==> src/rtl/cell_pos_reader_if.sv <==
// Bundle of the cell position reader's control, memory-read and output-stream signals.
// master is the reader side; slave is the memory/consumer side.
interface cell_pos_reader_if #(
  parameter int unsigned DATA_WIDTH = 96,
  parameter int unsigned ADDR_WIDTH = 8
);
  logic                  start;
  logic                  busy;
  logic                  done;
  logic [ADDR_WIDTH-1:0] cell_count;
  logic [ADDR_WIDTH-1:0] mem_address;
  logic                  mem_rden;
  logic                  mem_wren;
  logic [DATA_WIDTH-1:0] mem_data;
  logic [DATA_WIDTH-1:0] mem_q;
  logic [DATA_WIDTH-1:0] out_data;
  logic [ADDR_WIDTH-1:0] out_index;
  logic                  out_last;
  logic                  out_valid;
  logic                  out_ready;

  modport master (
    input  start, mem_q, out_ready,
    output busy, done, cell_count, mem_address, mem_rden, mem_wren, mem_data,
           out_data, out_index, out_last, out_valid
  );

  modport slave (
    output start, mem_q, out_ready,
    input  busy, done, cell_count, mem_address, mem_rden, mem_wren, mem_data,
           out_data, out_index, out_last, out_valid
  );
endinterface

==> src/rtl/cell_pos_reader.sv <==
// Streams one cell's particle positions out of its position memory: reads the count at
// address 0, then addresses 1..count through a credit-controlled output FIFO.
module cell_pos_reader #(
  parameter int unsigned DATA_WIDTH   = 96,
  parameter int unsigned PARTICLE_NUM = 220,
  parameter int unsigned ADDR_WIDTH   = 8,
  parameter int unsigned RD_LATENCY   = 2,
  parameter int unsigned FIFO_DEPTH   = 4
) (
  input logic               clk,
  input logic               rst,
  cell_pos_reader_if.master bus
);
  localparam int unsigned CNT_W = $clog2(FIFO_DEPTH + RD_LATENCY + 1);
  localparam int unsigned PTR_W = $clog2(FIFO_DEPTH);
  localparam int unsigned LAT_W = $clog2(RD_LATENCY + 1);
  localparam logic [ADDR_WIDTH-1:0] MAX_COUNT = ADDR_WIDTH'(PARTICLE_NUM - 1);

  typedef enum logic [2:0] {StIdle, StRdCnt, StWaitCnt, StStream, StDrain, StFin} state_e;

  state_e                state_q;
  logic [LAT_W-1:0]      wait_q;
  logic [ADDR_WIDTH-1:0] cell_count_q;
  logic [ADDR_WIDTH-1:0] next_addr_q;
  logic [ADDR_WIDTH-1:0] last_addr_q;
  logic [RD_LATENCY-1:0] pipe_v_q;
  logic [ADDR_WIDTH-1:0] pipe_idx_q [RD_LATENCY];
  logic [DATA_WIDTH-1:0] fifo_data_q [FIFO_DEPTH];
  logic [ADDR_WIDTH-1:0] fifo_idx_q [FIFO_DEPTH];
  logic [FIFO_DEPTH-1:0] fifo_last_q;
  logic [PTR_W-1:0]      wr_ptr_q;
  logic [PTR_W-1:0]      rd_ptr_q;
  logic [CNT_W-1:0]      occ_q;

  logic [CNT_W-1:0]      inflight;
  logic [ADDR_WIDTH-1:0] raw_count;
  logic [ADDR_WIDTH-1:0] clamped_count;
  logic [ADDR_WIDTH-1:0] push_idx;
  logic                  credit_ok;
  logic                  count_rd;
  logic                  issue;
  logic                  push;
  logic                  pop;
  logic                  drain_done;

  function automatic logic [PTR_W-1:0] ptr_inc(input logic [PTR_W-1:0] p);
    return (p == PTR_W'(FIFO_DEPTH - 1)) ? '0 : p + PTR_W'(1);
  endfunction

  always_comb begin
    inflight = '0;
    for (int i = 0; i < RD_LATENCY; i++) begin
      inflight = inflight + CNT_W'(pipe_v_q[i]);
    end
  end

  // Credit check ignores a same-cycle pop so a push can never find the FIFO full.
  assign credit_ok     = (occ_q + inflight) < CNT_W'(FIFO_DEPTH);
  assign count_rd      = (state_q == StRdCnt);
  assign issue         = (state_q == StStream) && credit_ok;
  assign push          = pipe_v_q[RD_LATENCY-1];
  assign push_idx      = pipe_idx_q[RD_LATENCY-1];
  assign pop           = (occ_q != '0) && bus.out_ready;
  assign raw_count     = bus.mem_q[ADDR_WIDTH-1:0];
  assign clamped_count = (raw_count > MAX_COUNT) ? MAX_COUNT : raw_count;
  // Leave DRAIN as the final entry is handed off so done follows the last handshake directly.
  assign drain_done    = (inflight == '0) &&
                         ((occ_q == '0) || ((occ_q == CNT_W'(1)) && pop));

  assign bus.busy        = state_q inside {StRdCnt, StWaitCnt, StStream, StDrain};
  assign bus.done        = (state_q == StFin);
  assign bus.cell_count  = cell_count_q;
  assign bus.mem_rden    = count_rd || issue;
  assign bus.mem_address = count_rd ? '0 : (issue ? next_addr_q : last_addr_q);
  assign bus.mem_wren    = 1'b0;
  assign bus.mem_data    = '0;
  assign bus.out_valid   = (occ_q != '0);
  assign bus.out_data    = fifo_data_q[rd_ptr_q];
  assign bus.out_index   = fifo_idx_q[rd_ptr_q];
  assign bus.out_last    = fifo_last_q[rd_ptr_q];

  always_ff @(posedge clk or posedge rst) begin
    if (rst) begin
      state_q      <= StIdle;
      wait_q       <= '0;
      cell_count_q <= '0;
      next_addr_q  <= '0;
      last_addr_q  <= '0;
      pipe_v_q     <= '0;
      for (int i = 0; i < RD_LATENCY; i++) pipe_idx_q[i] <= '0;
      for (int i = 0; i < FIFO_DEPTH; i++) begin
        fifo_data_q[i] <= '0;
        fifo_idx_q[i]  <= '0;
      end
      fifo_last_q <= '0;
      wr_ptr_q    <= '0;
      rd_ptr_q    <= '0;
      occ_q       <= '0;
    end else begin
      // Return-path tracker: a slot reaches the end exactly when its mem_q is valid.
      pipe_v_q[0]   <= issue;
      pipe_idx_q[0] <= next_addr_q;
      for (int i = 1; i < RD_LATENCY; i++) begin
        pipe_v_q[i]   <= pipe_v_q[i-1];
        pipe_idx_q[i] <= pipe_idx_q[i-1];
      end

      if (bus.mem_rden) last_addr_q <= bus.mem_address;

      if (push) begin
        fifo_data_q[wr_ptr_q] <= bus.mem_q;
        fifo_idx_q[wr_ptr_q]  <= push_idx;
        fifo_last_q[wr_ptr_q] <= (push_idx == cell_count_q);
        wr_ptr_q              <= ptr_inc(wr_ptr_q);
      end
      if (pop) rd_ptr_q <= ptr_inc(rd_ptr_q);
      occ_q <= occ_q + CNT_W'(push) - CNT_W'(pop);

      case (state_q)
        StIdle: begin
          if (bus.start) state_q <= StRdCnt;
        end
        StRdCnt: begin
          wait_q  <= '0;
          state_q <= StWaitCnt;
        end
        StWaitCnt: begin
          if (wait_q == LAT_W'(RD_LATENCY - 1)) begin
            cell_count_q <= clamped_count;
            next_addr_q  <= ADDR_WIDTH'(1);
            state_q      <= (clamped_count == '0) ? StFin : StStream;
          end else begin
            wait_q <= wait_q + LAT_W'(1);
          end
        end
        StStream: begin
          if (issue) begin
            if (next_addr_q == cell_count_q) state_q <= StDrain;
            else next_addr_q <= next_addr_q + ADDR_WIDTH'(1);
          end
        end
        StDrain: begin
          if (drain_done) state_q <= StFin;
        end
        StFin: begin
          state_q <= StIdle;
        end
        default: begin
          state_q <= StIdle;
        end
      endcase
    end
  end
endmodule
==> src/flat_wrapper.sv <==
// flat-port wrapper written by rule: the top's interface ports become plain ports
module cell_pos_reader_flat 
#(
  parameter int unsigned DATA_WIDTH   = 96,
  parameter int unsigned PARTICLE_NUM = 220,
  parameter int unsigned ADDR_WIDTH   = 8,
  parameter int unsigned RD_LATENCY   = 2,
  parameter int unsigned FIFO_DEPTH   = 4
)
  (clk, rst, bus_start, bus_mem_q, bus_out_ready, bus_busy, bus_done, bus_cell_count, bus_mem_address, bus_mem_rden, bus_mem_wren, bus_mem_data, bus_out_data, bus_out_index, bus_out_last, bus_out_valid);
  cell_pos_reader_if #(.DATA_WIDTH(DATA_WIDTH), .ADDR_WIDTH(ADDR_WIDTH)) bus_i ();
  input logic clk;
  input logic rst;
  input wire logic [$bits(bus_i.start)-1:0] bus_start;
  input wire logic [$bits(bus_i.mem_q)-1:0] bus_mem_q;
  input wire logic [$bits(bus_i.out_ready)-1:0] bus_out_ready;
  output wire logic [$bits(bus_i.busy)-1:0] bus_busy;
  output wire logic [$bits(bus_i.done)-1:0] bus_done;
  output wire logic [$bits(bus_i.cell_count)-1:0] bus_cell_count;
  output wire logic [$bits(bus_i.mem_address)-1:0] bus_mem_address;
  output wire logic [$bits(bus_i.mem_rden)-1:0] bus_mem_rden;
  output wire logic [$bits(bus_i.mem_wren)-1:0] bus_mem_wren;
  output wire logic [$bits(bus_i.mem_data)-1:0] bus_mem_data;
  output wire logic [$bits(bus_i.out_data)-1:0] bus_out_data;
  output wire logic [$bits(bus_i.out_index)-1:0] bus_out_index;
  output wire logic [$bits(bus_i.out_last)-1:0] bus_out_last;
  output wire logic [$bits(bus_i.out_valid)-1:0] bus_out_valid;
  assign bus_i.start = bus_start;
  assign bus_i.mem_q = bus_mem_q;
  assign bus_i.out_ready = bus_out_ready;
  assign bus_busy = bus_i.busy;
  assign bus_done = bus_i.done;
  assign bus_cell_count = bus_i.cell_count;
  assign bus_mem_address = bus_i.mem_address;
  assign bus_mem_rden = bus_i.mem_rden;
  assign bus_mem_wren = bus_i.mem_wren;
  assign bus_mem_data = bus_i.mem_data;
  assign bus_out_data = bus_i.out_data;
  assign bus_out_index = bus_i.out_index;
  assign bus_out_last = bus_i.out_last;
  assign bus_out_valid = bus_i.out_valid;
  cell_pos_reader #(.DATA_WIDTH(DATA_WIDTH), .PARTICLE_NUM(PARTICLE_NUM), .ADDR_WIDTH(ADDR_WIDTH), .RD_LATENCY(RD_LATENCY), .FIFO_DEPTH(FIFO_DEPTH)) u_core (.clk(clk), .rst(rst), .bus(bus_i));
endmodule
==> config.mk <==
export PLATFORM = sky130hd
export DESIGN_NAME = cell_pos_reader_flat
export DESIGN_NICKNAME = d
export VERILOG_FILES = /design/src/rtl/cell_pos_reader_if.sv /design/src/rtl/cell_pos_reader.sv /design/src/flat_wrapper.sv
export SDC_FILE = /design/constraint.sdc
export NUM_CORES = 1
export LEC_CHECK = 0
export BUFFER_PORTS_ARGS = -buffer_cell sky130_fd_sc_hd__buf_4
export CELL_PAD_IN_SITES_DETAIL_PLACEMENT = 1
export CELL_PAD_IN_SITES_GLOBAL_PLACEMENT = 1
export CORE_UTILIZATION = 48
export DETAILED_ROUTE_END_ITERATION = 6
export PLACE_DENSITY_LB_ADDON = 0.12
export SYNTH_ARGS = -nofsm -noshare
export SYNTH_HDL_FRONTEND = slang
export SYNTH_SLANG_ARGS = --single-unit
==> constraint.sdc <==
create_clock -name clk -period 21.8 [get_ports clk]
set_input_delay 4.36 -clock clk [delete_from_list [all_inputs] [get_ports clk]]
set_output_delay 4.36 -clock clk [all_outputs]
set_load 0.1 [all_outputs]
==> flow_summary.json, run 1 <==
{
  "status": "finished, final reports clean",
  "yosysWarningCount": 0,
  "cts_tree": "built",
  "cts_hold_buf": 0,
  "synth.yosys.seq_area_share": 0.5598,
  "yosysTopAreaCell": "dfrtp_1",
  "path_cells": "buf_4 > mux4_2 > buf_4",
  "ios": 322,
  "clk_latency_ps": 580,
  "die_w_um": 212.1,
  "drt-pass1-iter-count": 4,
  "die_area_sq_um": 44990,
  "maxCapViolations": 0,
  "avgRoutedWirePerCell_um": 22.00,
  "rr_worst_depth": 7,
  "critPathMaxFanout": 55,
  "area_growth_pct": 16.30,
  "max_freq_mhz": 126.1,
  "via_per_inst": 5.436,
  "synthAdderAreaFrac": 0.008031,
  "critPathKind": "flip-flop to primary output",
  "cts_resized": 0,
  "avgSynthCellArea_sq_um": 15.56,
  "slew_headroom": 0.2724,
  "grt_pass1_wl_um": 76940,
  "finalClockSkew_ps": 14.43,
  "layout-drive-gt1-share": 0.5231,
  "fp-row-count": 76,
  "antenna_left": 0,
  "overflow": 0,
  "path_common_cell": "buf_4",
  "antenna_found_initial": 2,
  "track_usage": 0.2214,
  "timing.final.crit_share": 0.3636,
  "hold_ws_ps": 348.2,
  "fp.coreArea_sq_um": 43270,
  "drv_slew": 0,
  "root_buffer": "clkbuf_16",
  "drt-total-wl_um": 48080,
  "synthFlopType": "dfrtp_1",
  "finalHoldViolations": 0,
  "ys_ff_latch": 474,
  "first_iter_violations": 626,
  "grt_setup_unrepaired": "no",
  "io_buffers": 224,
  "critical_path_required_ps": 17440,
  "max_stage_delay_ps": 1110,
  "critPathArrivalTime_ps": 3570,
  "synth-compound-area-share": 0.02025,
  "timing.final.ws_setup_ps": 13870,
  "hpwlAfterDp_um": 29360,
  "yosysTopAreaCellShare": 0.5598,
  "grt_pass1_vias": 13160,
  "vias": 11880,
  "gp_congestion": 0.7313,
  "yosys-top-cells-count": "dfrtp_1, mux2_2, mux4_2",
  "setup_viol": 0,
  "synth_cells": 1362,
  "htree_levels": 2,
  "cts_setup_buffers": 0,
  "grt_max_degree": 177,
  "setup.worst_path.start_class": "flip-flop",
  "drc": 0,
  "synth_edf_count": 0,
  "yosys.cell_types.count": 45,
  "yosys-top-cells-area": "dfrtp_1, mux2_2, mux4_2",
  "yosysMostFrequentCell": "dfrtp_1",
  "cts_made_buffers": 51,
  "worst_slew_pin_slew_ps": 1089,
  "worstSetupEndpointType": "primary output",
  "final_util": 0.5695,
  "dp_slack_ps": 14370,
  "tns_ps": 0,
  "yosys.area_share.xor_xnor": 0.007854,
  "slowest_stage": "dfrtp_4",
  "cts_buffer_depth": 3,
  "min_path_cells": 0,
  "clk_pin_slew_ps": 60,
  "cts_sinks": 474,
  "synthArstFlopShare": 1.000,
  "hold_class": "flip-flop to flip-flop",
  "synthSimpleGateAreaFrac": 0.01819,
  "fillCellCount": 4076,
  "fin_nets": 1681,
  "fin_crit_ps": 7927,
  "syn-cell-area_sq_um": 21190,
  "start_util": 0.4897,
  "synthMuxAreaShare": 0.3342,
  "synth_top_family_by_area": "multiplexers",
  "die_y_um": 212.1
}
## layout by cell type (no fill, tap or decap), types with 12 or more instances in the layout
cell,instances
conb_1,97
clkbuf_16,53
mux4_2,105
buf_4,233
dfrtp_1,472
ha_1,12
nand2_1,39
clkbuf_1,15
mux2_2,417
inv_1,13
a22o_1,16
## cell families after synthesis
family          count (synthesis)
mux                           524
flops                         474
buf+inv                       192
simple gates                   81
compound gates                 58
xor+xnor                       19
fa+ha+maj                      13
other cells                     1
## final timing paths
| path | to | slack, ps | start |
|---|---|---|---|
| setup reg to reg | u_core.next_addr_q[7] | 18700 | u_core.pipe_v_q[1] |
| hold / removal | u_core.push_idx[3] | 350 | u_core.pipe_idx_q[11] |
| setup / recovery | bus_out_data[85] | 13870 | u_core.rd_ptr_q[0] |
| min in group asynchronous | u_core.fifo_data_q[69] | 3970 | rst |
| hold reg to reg | u_core.push_idx[3] | 350 | u_core.pipe_idx_q[11] |
| max in group asynchronous | u_core.fifo_data_q[127] | 16330 | rst |
## critical path: cells and delay by family, from the launching register on
family / cells / cell delay, ps
muxes: 1 / 630
buffers and inverters: 2 / 1210
DFF: 1 / 1110
## state kept, by name, indices dropped and copies added (netlist names), 4 cells and up
register and flops:
u_core.pipe_idx_q 8, u_core.push_idx 8, u_core.bus.cell_count 8, u_core.fifo_last_q 4
u_core.fifo_idx_q 32, u_core.last_addr_q 8, u_core.next_addr_q 8, u_core.fifo_data_q 384
## layout make-up
class                           count  area, sq um  share of cell area
Inverter                           14        60.06            0.002437
Clock buffer                       79         1534             0.06225
Multi-Input combinational cell    792         8626              0.3500
Clock inverter                      6        30.03            0.001219
Tap cell                          585        732.0             0.02970
Antenna cell                        1        2.502           0.0001015
Sequential cell                   474        11870              0.4816
Timing Repair Buffer              235         1789             0.07261
## routing by layer
metal | global-route usage | wire, um | vias up
met5 | 0 | 7 | -
met4 | 0.05247 | 801 | 2
met3 | 0.05702 | 2791 | 53
met2 | 0.3691 | 24090 | 244
met1 | 0.2899 | 20390 | 6373
li1 | - | - | 5211
## per-stage QoR
| step | instance area, sq um | instances |
|---|---|---|
| after floorplan | 21550 | 1458 |
| after global placement | 23080 | 2100 |
| after detailed placement | 23080 | 2100 |
| after CTS | 24640 | 2185 |
| after global routing | 24640 | 2185 |
| final | 24640 | 2186 |
Power of run 1 is not shown: default switching activity piles up to over one toggle a cycle in this logic, so the estimate is an artifact.
==> run 2, diff against run 1 <==
Settings changed: CORE_UTILIZATION 48 to 43.
Clock period 21.8 ns to 6.6 ns, I/O delays scaled along.
==> run 2 against run 1 <==
Cell area is 0.87% higher. Hold slack worse by 0.64 ps. Non-clock buffer count is 6 higher. Cell count is 3.8% higher. Wire length is 0.59% lower. Count of clock-buffer cells in the layout is 7 higher.
==> flow_summary.json, run 2 (synthesis gave the netlist of run 1 again) <==
{
  "die_y_um": 224.0,
  "gp_congestion": 0.7275,
  "timing.final.ws_setup_ps": 1679,
  "drt-total-wl_um": 47800,
  "status": "finished, final reports clean",
  "setup_viol": 0,
  "cts_tree": "built",
  "largest-register": "u_core.fifo_data_q",
  "drc": 0,
  "die_area_sq_um": 50170,
  "tns_ps": 0,
  "fin_crit_ps": 4921,
  "critPathKind": "flip-flop to primary output",
  "cts_sinks": 474,
  "grt_pass1_vias": 13270,
  "via_per_inst": 5.203,
  "seqCellArea_sq_um": 11870,
  "cp_num_buf_inv": 1,
  "fp-row-count": 80,
  "clk_latency_ps": 580,
  "hpwlAfterDp_um": 29840,
  "final_util": 0.5163,
  "layout_commonest_cell": "dfrtp_1",
  "finalHoldViolations": 0,
  "drt-pass1-iter-count": 4,
  "fp.coreArea_sq_um": 48150,
  "hold_class": "flip-flop to flip-flop",
  "slew_headroom": 0.2524,
  "worstSetupEndpointType": "primary output",
  "io_buffers": 224,
  "path_common_cell": "ha_1",
  "final_cell_mix": "dfrtp_1, mux2_2, buf_4, mux4_2, conb_1",
  "first_iter_violations": 460,
  "path_cells": "ha_1 > ha_1 > a311o_1 > nand3_1 > o21bai_1 > a22o_1 > buf_4",
  "antenna_left": 0,
  "setup.worst_path.start_class": "flip-flop",
  "cts_setup_buffers": 0,
  "worst_slew_pin_slew_ps": 1119,
  "hold_ws_ps": 347.6,
  "max_stage_delay_ps": 910,
  "layout-drive-gt1-share": 0.5236,
  "clk_pin_slew_ps": 60,
  "top_regs": "u_core.fifo_data_q x384, u_core.fifo_idx_q x32",
  "root_buffer": "clkbuf_16",
  "grt_setup_unrepaired": "no",
  "start_util": 0.4401,
  "area_growth_pct": 17.31,
  "finalClockSkew_ps": 11.83,
  "grt_pass1_wl_um": 77370,
  "drv_slew": 0,
  "critPathMaxFanout": 17,
  "fillCellCount": 4632,
  "cts_hold_buf": 0,
  "antenna_found_initial": 0,
  "crit_family": "compound AO/OA/AOI/OAI gates",
  "die_w_um": 224.0,
  "cts_resized": 0,
  "htree_levels": 2,
  "slowest_stage": "o21bai_1",
  "max_freq_mhz": 203.2,
  "overflow": 0,
  "cts_buffer_depth": 3,
  "critical_path_required_ps": 5280,
  "maxCapViolations": 0,
  "fin_nets": 1688,
  "vias": 11800,
  "avgRoutedWirePerCell_um": 21.08,
  "ios": 322,
  "grt_max_degree": 175,
  "multi_input_area_sq_um": 8626,
  "critPathArrivalTime_ps": 3600,
  "largest_register_ffs": 384,
  "track_usage": 0.1976,
  "cts_made_buffers": 52,
  "diodes": 0,
  "dp_slack_ps": 2298,
  "timing.final.crit_share": 0.7457
}
run 2: cell types whose count changed in the layout (fill, tap and decap cells not counted):
cell	delta
buf_12	+3
buf_4	+3
clkbuf_1	+5
clkbuf_8	+2
clkinv_2	-3
clkinvlp_4	+1
diode_2	-1
inv_6	+2
inv_8	-1
run 2: worst reg2reg max path, delay by kind of cell, from the launching register on:
kind | cells | cell delay, ps
compound gates | 4 | 1460
simple gates | 1 | 500
buf+inv | 1 | 160
fa+ha+maj | 1 | 320
flops | 1 | 640
run 2: routing by layer:
layer,routed length [um],up-vias,track usage
met5,0,-,0
met3,2411,63,0.04132
met2,23720,201,0.3239
li1,-,5221,-
met1,20850,6316,0.2674
met4,816,0,0.05192
run 2: path summary, 6_finish.rpt:
check	from	endpoint	slack (ps)	cells after the start
worst max-delay path	u_core.pipe_v_q[1]	bus_mem_address[6]	1680	7
worst min register to register	u_core.pipe_idx_q[13]	u_core.push_idx[5]	350	0
worst min-delay path	u_core.pipe_idx_q[13]	u_core.push_idx[5]	350	0
min in group asynchronous	rst	u_core.fifo_data_q[73]	820	2
max in group asynchronous	rst	u_core.fifo_data_q[124]	4340	4
worst max register to register	u_core.pipe_v_q[1]	u_core.next_addr_q[7]	3450	7
run 2: per-stage QoR:
step | cell area, sq um | std cells
floorplan | 21550 | 1458
global placement | 23240 | 2177
detailed placement | 23240 | 2177
CTS | 24860 | 2268
global route | 24860 | 2268
finish | 24860 | 2268
run 2: cell type report:
class / count / area share
Sequential cell: 474 / 0.4775
Multi-Input combinational cell: 792 / 0.3470
Timing Repair Buffer: 241 / 0.07530
Clock buffer: 86 / 0.06358
Tap cell: 656 / 0.03302
Inverter: 14 / 0.002265
Clock inverter: 5 / 0.001309
Power of run 2 is left out for the same reason.
==> run 3, diff against run 2 <==
Settings changed: CORE_UTILIZATION 43 to 48.
Clock period 6.6 ns to 5.1 ns, I/O delays scaled along.
==> run 3 against run 2 <==
Register-to-register slack worse by 1500 ps. Via count up 0.63%. Highest routed layer unchanged. Flip-flop and latch count unchanged. Critical path depth unchanged. Utilization up 6.0 points. Hold slack worse by 7.0 ps. Worst setup slack worse by 1200 ps. Cell area up 0.23%.
==> flow_summary.json, run 3 (synthesis gave the netlist of run 1 again) <==
{
  "drt-total-wl_um": 47960,
  "largest-register": "u_core.fifo_data_q",
  "seqCellArea_sq_um": 11870,
  "antenna_left": 0,
  "rr_worst_depth": 7,
  "grt_pass1_wl_um": 77090,
  "design_area_sq_um": 24910,
  "hpwlAfterDp_um": 29570,
  "multi_input_area_sq_um": 8626,
  "via_per_inst": 5.408,
  "max_stage_delay_ps": 930,
  "status": "finished, final reports clean",
  "setup_viol": 0,
  "die_w_um": 212.1,
  "die_y_um": 212.1,
  "cts_hold_buf": 0,
  "overflow": 0,
  "cp_num_buf_inv": 2,
  "clk_latency_ps": 580,
  "antenna_found_initial": 0,
  "cts_made_buffers": 53,
  "fp-row-count": 76,
  "dp_slack_ps": 1054,
  "timing.final.crit_share": 0.9105,
  "critPathArrivalTime_ps": 3620,
  "area_growth_pct": 17.57,
  "htree_levels": 2,
  "place_area_sq_um": 23220,
  "layout-drive-gt1-share": 0.5264,
  "fillCellCount": 4102,
  "critical_path_required_ps": 4080,
  "vias": 11880,
  "drv_slew": 0,
  "largest_register_ffs": 384,
  "ios": 322,
  "cts_resized": 0,
  "layout_commonest_cell": "dfrtp_1",
  "worst_slew_pin_slew_ps": 1151,
  "maxCapViolations": 0,
  "clk_pin_slew_ps": 60,
  "diodes": 0,
  "slowest_stage": "o21bai_1",
  "io_buffers": 224,
  "cts_buffer_depth": 3,
  "setup.worst_path.start_class": "flip-flop",
  "cts_tree": "built",
  "first_iter_violations": 565,
  "cts_sinks": 474,
  "critPathMaxFanout": 17,
  "gp_congestion": 0.7452,
  "slew_headroom": 0.2308,
  "grt_setup_unrepaired": "no",
  "avgRoutedWirePerCell_um": 21.84,
  "min_path_cells": 0,
  "drc": 0,
  "start_util": 0.4897,
  "crit_family": "compound AO/OA/AOI/OAI gates",
  "root_buffer": "clkbuf_16",
  "finalHoldViolations": 0,
  "cp_num_cells": 7,
  "fin_crit_ps": 4644,
  "cts_setup_buffers": 0,
  "max_freq_mhz": 215.3,
  "die_area_sq_um": 44990,
  "grt_max_degree": 126,
  "top_regs": "u_core.fifo_data_q x384, u_core.fifo_idx_q x32",
  "worstSetupEndpointType": "primary output",
  "timing.final.ws_setup_ps": 456.3,
  "path_cells": "inv_1 > ha_1 > a311o_1 > nand3_1 > o21bai_1 > a22o_1 > buf_4",
  "fp.coreArea_sq_um": 43270,
  "critPathKind": "flip-flop to primary output",
  "hold_class": "flip-flop to flip-flop",
  "drt-pass1-iter-count": 6,
  "finalClockSkew_ps": 12.04,
  "track_usage": 0.2225,
  "final_cell_mix": "dfrtp_1, mux2_2, buf_4, mux4_2, conb_1",
  "fin_nets": 1690,
  "final_util": 0.5758,
  "grt_pass1_vias": 13260
}
==> run 3: cell count changes in the layout (fill, tap and decap cells not counted) <==
cell        before  now
clkinv_2         3    5
bufinv_16        0    5
clkbuf_1        20   15
clkinv_4         0    1
buf_12           5   10
clkinvlp_4       1    2
clkbuf_8        13    7
buf_4          236  232
==> run 3: final timing paths <==
check	startpoint	to	slack, ps
max	u_core.pipe_v_q[1]	bus_mem_address[0]	460
min	u_core.pipe_idx_q[11]	u_core.push_idx[3]	340
max reg2reg	u_core.pipe_v_q[1]	u_core.next_addr_q[7]	1910
min reg2reg	u_core.pipe_idx_q[11]	u_core.push_idx[3]	340
max in group asynchronous	rst	u_core.fifo_data_q[329]	3260
min in group asynchronous	rst	u_core.fifo_data_q[169]	650
==> run 3: worst register-to-register path, delay by kind of cell (launching register included) <==
family	cells	cell delay, ps
AO/OA/AOI/OAI	4	1460
adder cells (fa/ha/maj)	1	320
buffers and inverters	1	160
flip-flops	1	660
AND/OR/NAND/NOR	1	510
==> run 3: cell type report <==
class / count / area share
Tap cell: 585 / 0.02938
Sequential cell: 474 / 0.4764
Clock inverter: 14 / 0.008387
Clock buffer: 75 / 0.05936
Timing Repair Buffer: 242 / 0.07795
Inverter: 14 / 0.002260
Multi-Input combinational cell: 792 / 0.3462
==> run 3: layer usage <==
| metal | share of wire | global-route usage |
|---|---|---|
| met4 | 0.019 | 0.05672 |
| met5 | 0 | 0 |
| met3 | 0.058 | 0.05480 |
| met1 | 0.42 | 0.2909 |
| met2 | 0.50 | 0.3715 |
==> run 3: through the flow <==
stage / cells / hold slack [ps] / TNS (ps)
finish: 2196 / 340.5 / 0
CTS: 2196 / 342.0 / 0
global route: 2196 / 343.8 / 0
detailed placement: 2107 / 336.3 / 0
global placement: 2107 / 333.2 / 0
floorplan: 1458 / 331.2 / -1109540
Power of run 3 is left out for the same reason.
